$ cat src/rtl/peridot_board_eeprom_rw_if.sv
// Byte-layer handshake between the peridot_board_i2c engine and the EEPROM
// emulator. The engine drives the condition/done pulses and received data.
// The emulator drives the transmit byte and the ACK controls.
interface peridot_board_eeprom_rw_if;
  logic       condi_start;
  logic       condi_stop;
  logic       done_byte;
  logic       done_ack;
  logic [7:0] recv_data;
  logic       recv_ack;
  logic [7:0] send_data;
  logic       send_datavalid;
  logic       send_ack;
  logic       ack_waitrequest;

  modport master (
    output condi_start, condi_stop, done_byte, done_ack, recv_data, recv_ack,
    input  send_data, send_datavalid, send_ack, ack_waitrequest
  );

  modport slave (
    input  condi_start, condi_stop, done_byte, done_ack, recv_data, recv_ack,
    output send_data, send_datavalid, send_ack, ack_waitrequest
  );
endinterface

$ cat src/rtl/peridot_board_eeprom_rw.sv
// Writable I2C serial-EEPROM emulator behind the peridot_board_i2c byte engine.
// It supports 1/2-byte word addressing, page-write wrap, write protect,
// current-address and sequential reads, and a busy period with ACK polling.
// A registered host port gives fabric logic read access to the storage.
//
// state    | meaning
// ---------+-----------------------------------------------------------
// IDLE     | bus released, waiting for START
// DEVSEL   | waiting for the device-select byte
// ADDR_H   | waiting for the word-address high byte (2-byte mode only)
// ADDR_L   | waiting for the word-address low byte
// WRITE    | storing data bytes at the pointer, wrapping inside the page
// READ     | sending mem[pointer], pointer advances per byte
// IGNORE   | not addressed, NACKed, or master NACKed: stay silent
module peridot_board_eeprom_rw #(
  parameter logic [6:0] I2C_DEV_ADDRESS = 7'b1010000,
  parameter int         ADDR_BYTES      = 1,
  parameter int         DEPTH           = 256,
  parameter int         PAGE_SIZE       = 16,
  parameter int         WRITE_CYCLE     = 1000,
  parameter logic [7:0] INIT_VALUE      = 8'hff,
  localparam int        AW              = $clog2(DEPTH)
) (
  input  logic                            clock_sig,
  input  logic                            reset_sig,
  peridot_board_eeprom_rw_if.slave        bus,
  input  logic                            wp,
  output logic                            busy,
  input  logic [AW-1:0]                   host_addr,
  output logic [7:0]                      host_rddata
);

  localparam logic [2:0] S_IDLE   = 3'd0;
  localparam logic [2:0] S_DEVSEL = 3'd1;
  localparam logic [2:0] S_ADDR_H = 3'd2;
  localparam logic [2:0] S_ADDR_L = 3'd3;
  localparam logic [2:0] S_WRITE  = 3'd4;
  localparam logic [2:0] S_READ   = 3'd5;
  localparam logic [2:0] S_IGNORE = 3'd6;

  localparam int             CW       = (WRITE_CYCLE > 1) ? $clog2(WRITE_CYCLE + 1) : 1;
  localparam logic [CW-1:0]  CYC_LOAD = CW'(WRITE_CYCLE);
  localparam logic [AW-1:0]  PMASK    = AW'(PAGE_SIZE - 1);
  localparam logic [AW-1:0]  LOW_BYTE = AW'(8'hff);

  logic [2:0]    state;
  logic [2:0]    state_nxt;
  logic [AW-1:0] ptr;
  logic [AW-1:0] ptr_nxt;
  logic [AW-1:0] ptr_inc;
  logic          ack_nxt;
  logic          mem_we;
  logic          wrote_set;
  logic          wait_set;
  logic          wrote_any;
  logic [CW-1:0] busy_cnt;
  logic [7:0]    mem [DEPTH];

  assign ptr_inc            = ptr + AW'(1);
  assign busy               = (busy_cnt != '0);
  assign bus.send_datavalid = bus.recv_ack && (state == S_READ);

  // Next-state, ACK and pointer decisions; STOP outranks START outranks bytes.
  always_comb begin
    state_nxt = state;
    ack_nxt   = bus.send_ack;
    ptr_nxt   = ptr;
    mem_we    = 1'b0;
    wrote_set = 1'b0;
    wait_set  = 1'b0;
    if (bus.condi_stop) begin
      state_nxt = S_IDLE;
      ack_nxt   = 1'b0;
    end else if (bus.condi_start) begin
      state_nxt = S_DEVSEL;
      ack_nxt   = 1'b0;
    end else begin
      // ACK slot is over; nothing is acknowledged until the next byte decides
      if (bus.done_ack) ack_nxt = 1'b0;
      case (state)
        S_DEVSEL: begin
          if (bus.done_byte) begin
            if ((bus.recv_data[7:1] != I2C_DEV_ADDRESS) || busy) begin
              state_nxt = S_IGNORE;
              ack_nxt   = 1'b0;
            end else if (bus.recv_data[0]) begin
              state_nxt = S_READ;
              ack_nxt   = 1'b1;
            end else begin
              state_nxt = (ADDR_BYTES == 2) ? S_ADDR_H : S_ADDR_L;
              ack_nxt   = 1'b1;
            end
          end
        end
        S_ADDR_H: begin
          if (bus.done_byte) begin
            // high byte lands above bit 7; bits beyond the storage width fall off
            ptr_nxt   = AW'({bus.recv_data, 8'h00}) | (ptr & LOW_BYTE);
            ack_nxt   = 1'b1;
            state_nxt = S_ADDR_L;
          end
        end
        S_ADDR_L: begin
          if (bus.done_byte) begin
            // in 1-byte mode the upper pointer bits are cleared, not inherited
            if (ADDR_BYTES == 2) ptr_nxt = (ptr & ~LOW_BYTE) | AW'(bus.recv_data);
            else                 ptr_nxt = AW'(bus.recv_data);
            ack_nxt   = 1'b1;
            state_nxt = S_WRITE;
          end
        end
        S_WRITE: begin
          if (bus.done_byte) begin
            mem_we    = !wp;
            wrote_set = 1'b1;
            ack_nxt   = 1'b1;
            ptr_nxt   = (ptr & ~PMASK) | (ptr_inc & PMASK);
          end
        end
        S_READ: begin
          if (bus.done_byte) begin
            ptr_nxt  = ptr_inc;
            wait_set = 1'b1;
          end
          if (bus.done_ack) begin
            ack_nxt = 1'b0;
            if (!bus.recv_ack) state_nxt = S_IGNORE;
          end
        end
        default: ;
      endcase
    end
  end

  // Control registers: state, pointer, ACK outputs, read data, busy timer.
  always_ff @(posedge clock_sig or posedge reset_sig) begin
    if (reset_sig) begin
      state               <= S_IDLE;
      ptr                 <= '0;
      bus.send_ack        <= 1'b0;
      bus.send_data       <= 8'h00;
      bus.ack_waitrequest <= 1'b0;
      wrote_any           <= 1'b0;
      busy_cnt            <= '0;
    end else begin
      state               <= state_nxt;
      ptr                 <= ptr_nxt;
      bus.send_ack        <= ack_nxt;
      bus.ack_waitrequest <= wait_set;
      // send_data trails the pointer by one clock; waitrequest covers that gap
      if (state_nxt == S_READ) bus.send_data <= mem[ptr];
      if (bus.condi_stop)  wrote_any <= 1'b0;
      else if (wrote_set)  wrote_any <= 1'b1;
      if (bus.condi_stop && wrote_any && (WRITE_CYCLE != 0)) busy_cnt <= CYC_LOAD;
      else if (busy_cnt != '0)                              busy_cnt <= busy_cnt - CW'(1);
    end
  end

  // Storage array; reset restores every byte so no partial write survives.
  always_ff @(posedge clock_sig or posedge reset_sig) begin
    if (reset_sig) begin
      for (int i = 0; i < DEPTH; i++) mem[i] <= INIT_VALUE;
    end else if (mem_we) begin
      mem[ptr] <= bus.recv_data;
    end
  end

  // Host read port; a same-cycle store is seen one clock later (old byte first).
  always_ff @(posedge clock_sig or posedge reset_sig) begin
    if (reset_sig) host_rddata <= 8'h00;
    else           host_rddata <= mem[host_addr];
  end

endmodule

$ cat src/flat_wrapper.sv
// flat-port wrapper written by rule: the top's interface ports become plain ports
module peridot_board_eeprom_rw_flat 
#(
  parameter logic [6:0] I2C_DEV_ADDRESS = 7'b1010000,
  parameter int         ADDR_BYTES      = 1,
  parameter int         DEPTH           = 256,
  parameter int         PAGE_SIZE       = 16,
  parameter int         WRITE_CYCLE     = 1000,
  parameter logic [7:0] INIT_VALUE      = 8'hff,
  localparam int        AW              = $clog2(DEPTH)
)
  (clock_sig, reset_sig, wp, busy, host_addr, host_rddata, bus_condi_start, bus_condi_stop, bus_done_byte, bus_done_ack, bus_recv_data, bus_recv_ack, bus_send_data, bus_send_datavalid, bus_send_ack, bus_ack_waitrequest);
  peridot_board_eeprom_rw_if bus_i ();
  input  logic clock_sig;
  input  logic reset_sig;
  input  logic wp;
  output logic busy;
  input  logic [AW-1:0] host_addr;
  output logic [7:0] host_rddata;
  input wire logic [$bits(bus_i.condi_start)-1:0] bus_condi_start;
  input wire logic [$bits(bus_i.condi_stop)-1:0] bus_condi_stop;
  input wire logic [$bits(bus_i.done_byte)-1:0] bus_done_byte;
  input wire logic [$bits(bus_i.done_ack)-1:0] bus_done_ack;
  input wire logic [$bits(bus_i.recv_data)-1:0] bus_recv_data;
  input wire logic [$bits(bus_i.recv_ack)-1:0] bus_recv_ack;
  output wire logic [$bits(bus_i.send_data)-1:0] bus_send_data;
  output wire logic [$bits(bus_i.send_datavalid)-1:0] bus_send_datavalid;
  output wire logic [$bits(bus_i.send_ack)-1:0] bus_send_ack;
  output wire logic [$bits(bus_i.ack_waitrequest)-1:0] bus_ack_waitrequest;
  assign bus_i.condi_start = bus_condi_start;
  assign bus_i.condi_stop = bus_condi_stop;
  assign bus_i.done_byte = bus_done_byte;
  assign bus_i.done_ack = bus_done_ack;
  assign bus_i.recv_data = bus_recv_data;
  assign bus_i.recv_ack = bus_recv_ack;
  assign bus_send_data = bus_i.send_data;
  assign bus_send_datavalid = bus_i.send_datavalid;
  assign bus_send_ack = bus_i.send_ack;
  assign bus_ack_waitrequest = bus_i.ack_waitrequest;
  peridot_board_eeprom_rw #(.I2C_DEV_ADDRESS(I2C_DEV_ADDRESS), .ADDR_BYTES(ADDR_BYTES), .DEPTH(DEPTH), .PAGE_SIZE(PAGE_SIZE), .WRITE_CYCLE(WRITE_CYCLE), .INIT_VALUE(INIT_VALUE)) u_core (.clock_sig(clock_sig), .reset_sig(reset_sig), .bus(bus_i), .wp(wp), .busy(busy), .host_addr(host_addr), .host_rddata(host_rddata));
endmodule
$ cat config.mk
export PLATFORM = sky130hd
export DESIGN_NAME = peridot_board_eeprom_rw_flat
export DESIGN_NICKNAME = d
export VERILOG_FILES = /design/src/rtl/peridot_board_eeprom_rw_if.sv /design/src/rtl/peridot_board_eeprom_rw.sv /design/src/flat_wrapper.sv
export SDC_FILE = /design/constraint.sdc
export NUM_CORES = 2
export LEC_CHECK = 0
export CAP_MARGIN = 20
export CORE_MARGIN = 2
export CORE_UTILIZATION = 35
export DETAILED_ROUTE_END_ITERATION = 16
export SYNTH_ARGS = -nofsm -noshare
export SYNTH_HDL_FRONTEND = slang
export SYNTH_SLANG_ARGS = --single-unit
$ cat constraint.sdc
create_clock -name clock_sig -period 66.7 [get_ports clock_sig]
set_clock_uncertainty 0.1 [all_clocks]
set_input_delay 13.34 -clock clock_sig [delete_from_list [all_inputs] [get_ports clock_sig]]
set_output_delay 13.34 -clock clock_sig [all_outputs]
set_load 0.005 [all_outputs]
==> flow_summary.yaml <==
status:
  status: "completed"
floorplanning:
  die_x_um: 575
  core_area_mm2: 0.325
  rows: 209
  pin_count: 44
  die_area_mm2: 0.331
  start_util_pct: 35.2
  die_y_um: 575
logic_synthesis:
  synth_edf_count: 0
  ys_warn_count: 0
  synth_ff_type: "dfstp_2"
  ys_ff_latch: 2088
  synth_top_area_share_pct: 47.1
  synth-async-reset-ratio_pct: 100
  synth.most_common_cell: "mux2_2"
  yosysSeqAreaShare_pct: 48.0
  syn_avg_cell_area_um2: 15.7
  synthCells: 7254
  yosys.area.top_type: "dfstp_2"
  syn_area_mm2: 0.114
  syn_nets: 7284
  synth_area_leaders: "dfstp_2 (47%), mux4_2 (21%), mux2_2 (20%)"
  ys_types: 74
  ys_top_cells_by_count: "mux2_2 (2068), dfstp_2 (2048), mux4_2 (1085)"
routing:
  drt_wl_total_mm: 404
  drt-pass1-iter-count: 10
  drt_iter0_markers: 8133
  met2WireLength_mm: 182
  wl_met1_mm: 159
  remaining_drc_errors: 0
  via_count: 71900
  avgViaCountPerCell: 6.20
  wl_met3_mm: 36.9
  topRoutingLayerUsed: "met5"
  wl_per_cell_um: 34.8
  detail-route-antenna-nets: 0
critical_path:
  rr_startpoint: "u_core.ptr[0]"
  critPathMaxFanout: 2
  start_kind: "input pin"
  crit_type: "in -> out"
  cp_data_arrival_time_ns: 14.65
  r2r_slack_ns: 60.18
  r2r_end: "u_core.bus.send_data[5]"
  r2r_cells: 12
  required_ns: 53.26
  critPathCaptureType: "output port"
global_route:
  grt_pass1_wl_mm: 573
  grt_pass1_vias: 73000
  grt_max_degree: 210
  grt_usage_pct: 24.0
  antenna_found_initial: 31
  overflow: 0
placement:
  place_hpwl_mm: 270
  place_inst: 11100
  numPortBuffers: 43
  globalplace.congestion: 0.963
sta:
  rsz0062_at_grt: "no"
  setup-tns-final_ns: 0
  clock.fmax_mhz: 35.6
  period_share_pct: 42.1
  finalHoldViolations: 0
  tightest_slew_ns: 1.26
  post-route-min-period_ns: 28.09
  finalSetupViolCount: 0
  drv_slew: 0
  max-slew-margin-rel_pct: 15.4
min_path:
  hp-start: "u_core.busy_cnt[8]"
  hold_end: "u_core.busy_cnt[8]"
  holdPathStages: 2
  hp-class: "reg -> reg"
layout:
  fin_cells: 11600
  nNetsFinal: 7090
  syn_to_final_growth_pct: 11.1
  final_util_pct: 39.1
  fillers: 29700
  drive_gt1_share_pct: 80.7
cts:
  cts_setup_buffers: 0
  cts.sinks: 2088
  h-tree-depth: 4
  cts_tree: "done"
  cts.path.max_buffers: 4
  numCtsBuffers: 232
  clock-root-buffer: "clkbuf_16"
  clkLatencyLatePin_ns: 0.94
  clk_pin_slew_ns: 0.06
  ctsResizeCount: 0
  ctsHoldBuffers: 0
flow_run:
  cap_viol_max_count: 0
pwr:
  ir_worst_vdd_uv: 24.8
  power.total_mw: 2.99
  p_leak_nw: 48.3
  power_density_mw_per_mm2: 23.5
==> layout make-up <==
| cell class | instances | area (um^2) | area share (%) |
|---|---|---|---|
| Multi-Input combinational cell | 4503 | 56600 | 44.6 |
| Sequential cell | 2088 | 54800 | 43.2 |
| Clock buffer | 342 | 6810 | 5.37 |
| Tap cell | 4325 | 5410 | 4.27 |
| Timing Repair Buffer | 218 | 1960 | 1.55 |
| Clock inverter | 85 | 1070 | 0.844 |
| Inverter | 17 | 80.1 | 0.0631 |
| Antenna cell | 21 | 52.6 | 0.0414 |
==> state kept, by name (all words and copies together), names as in the netlist <==
| signal | cells |
|---|---|
| u_core.bus.ack_waitrequest | 1 |
| u_core.bus.send_ack | 1 |
| u_core.bus.send_data | 8 |
| u_core.busy_cnt | 10 |
| u_core.host_rddata | 8 |
| u_core.mem | 2048 |
| u_core.ptr | 8 |
| u_core.state | 3 |
| u_core.wrote_any | 1 |
==> worst max-delay path by stage <==
stage	start	end	slack (ns)
floorplan	reset_sig	u_core.bus.ack_waitrequest	25.94
global placement	bus_recv_ack	bus_send_datavalid	38.51
detailed placement	bus_recv_ack	bus_send_datavalid	38.62
CTS	bus_recv_ack	bus_send_datavalid	38.62
global route	bus_recv_ack	bus_send_datavalid	38.62
finish	bus_recv_ack	bus_send_datavalid	38.61
==> per-stage QoR <==
step                hold WS (ns)  area [um^2]  worst slack [ns]
floorplan                  0.389       114000             25.94
global placement           0.426       119000             38.51
detailed placement         0.417       119000             38.62
CTS                        0.431       127000             38.62
global route               0.468       127000             38.62
finish                     0.430       127000             38.61
==> cells in the final DEF, fill, tap and decap left out, types with 24 or more instances in the layout <==
| cell type | instances |
|---|---|
| a221oi_1 | 28 |
| mux2_2 | 2068 |
| buf_4 | 159 |
| clkbuf_16 | 235 |
| clkbuf_8 | 61 |
| clkbuf_1 | 54 |
| a21oi_1 | 82 |
| nand3_1 | 43 |
| dfrtp_1 | 32 |
| clkdlybuf4s50_1 | 30 |
| clkinv_2 | 50 |
| o21ai_0 | 42 |
| nand2_1 | 336 |
| dfstp_2 | 2048 |
| a211oi_1 | 24 |
| nor2_2 | 43 |
| a22oi_1 | 76 |
| a31oi_1 | 27 |
| o22ai_1 | 34 |
| mux2i_1 | 213 |
| nor2_1 | 87 |
| mux4_2 | 1085 |
==> where the power goes <==
part	internal, mW	total [mW]	switching (mW)	leakage, nW
sequential	1.28	1.30	0.0183	21.6
combinational	0.107	0.349	0.242	22.8
clock	0.777	1.34	0.562	3.90
==> logic make-up (layout without fill, tap and decap cells) <==
family	after synthesis	in the layout	synth area share (%)
flops	2088	2088	48.0
fa+ha+maj	6	6	0.0657
other cells	0	21	0
mux	3373	3373	43.8
simple gates	682	682	2.82
compound gates	438	438	2.70
buf+inv	663	662	2.58
xor+xnor	4	4	0.0307
==> layer usage <==
| layer | vias to the layer above | GRT usage [%] |
|---|---|---|
| li1 | 28100 | - |
| met1 | 39600 | 30.9 |
| met2 | 3294 | 36.4 |
| met3 | 917 | 7.02 |
| met4 | 28 | 13.0 |
| met5 | - | 0.129 |
==> worst max-delay path: stages <==
cell,delay (ns)
clkdlybuf4s50_1,0.51
inv_1,0.08
nor2_1,0.16
clkdlybuf4s50_1,0.56
Power figures use the tool's default switching activity.
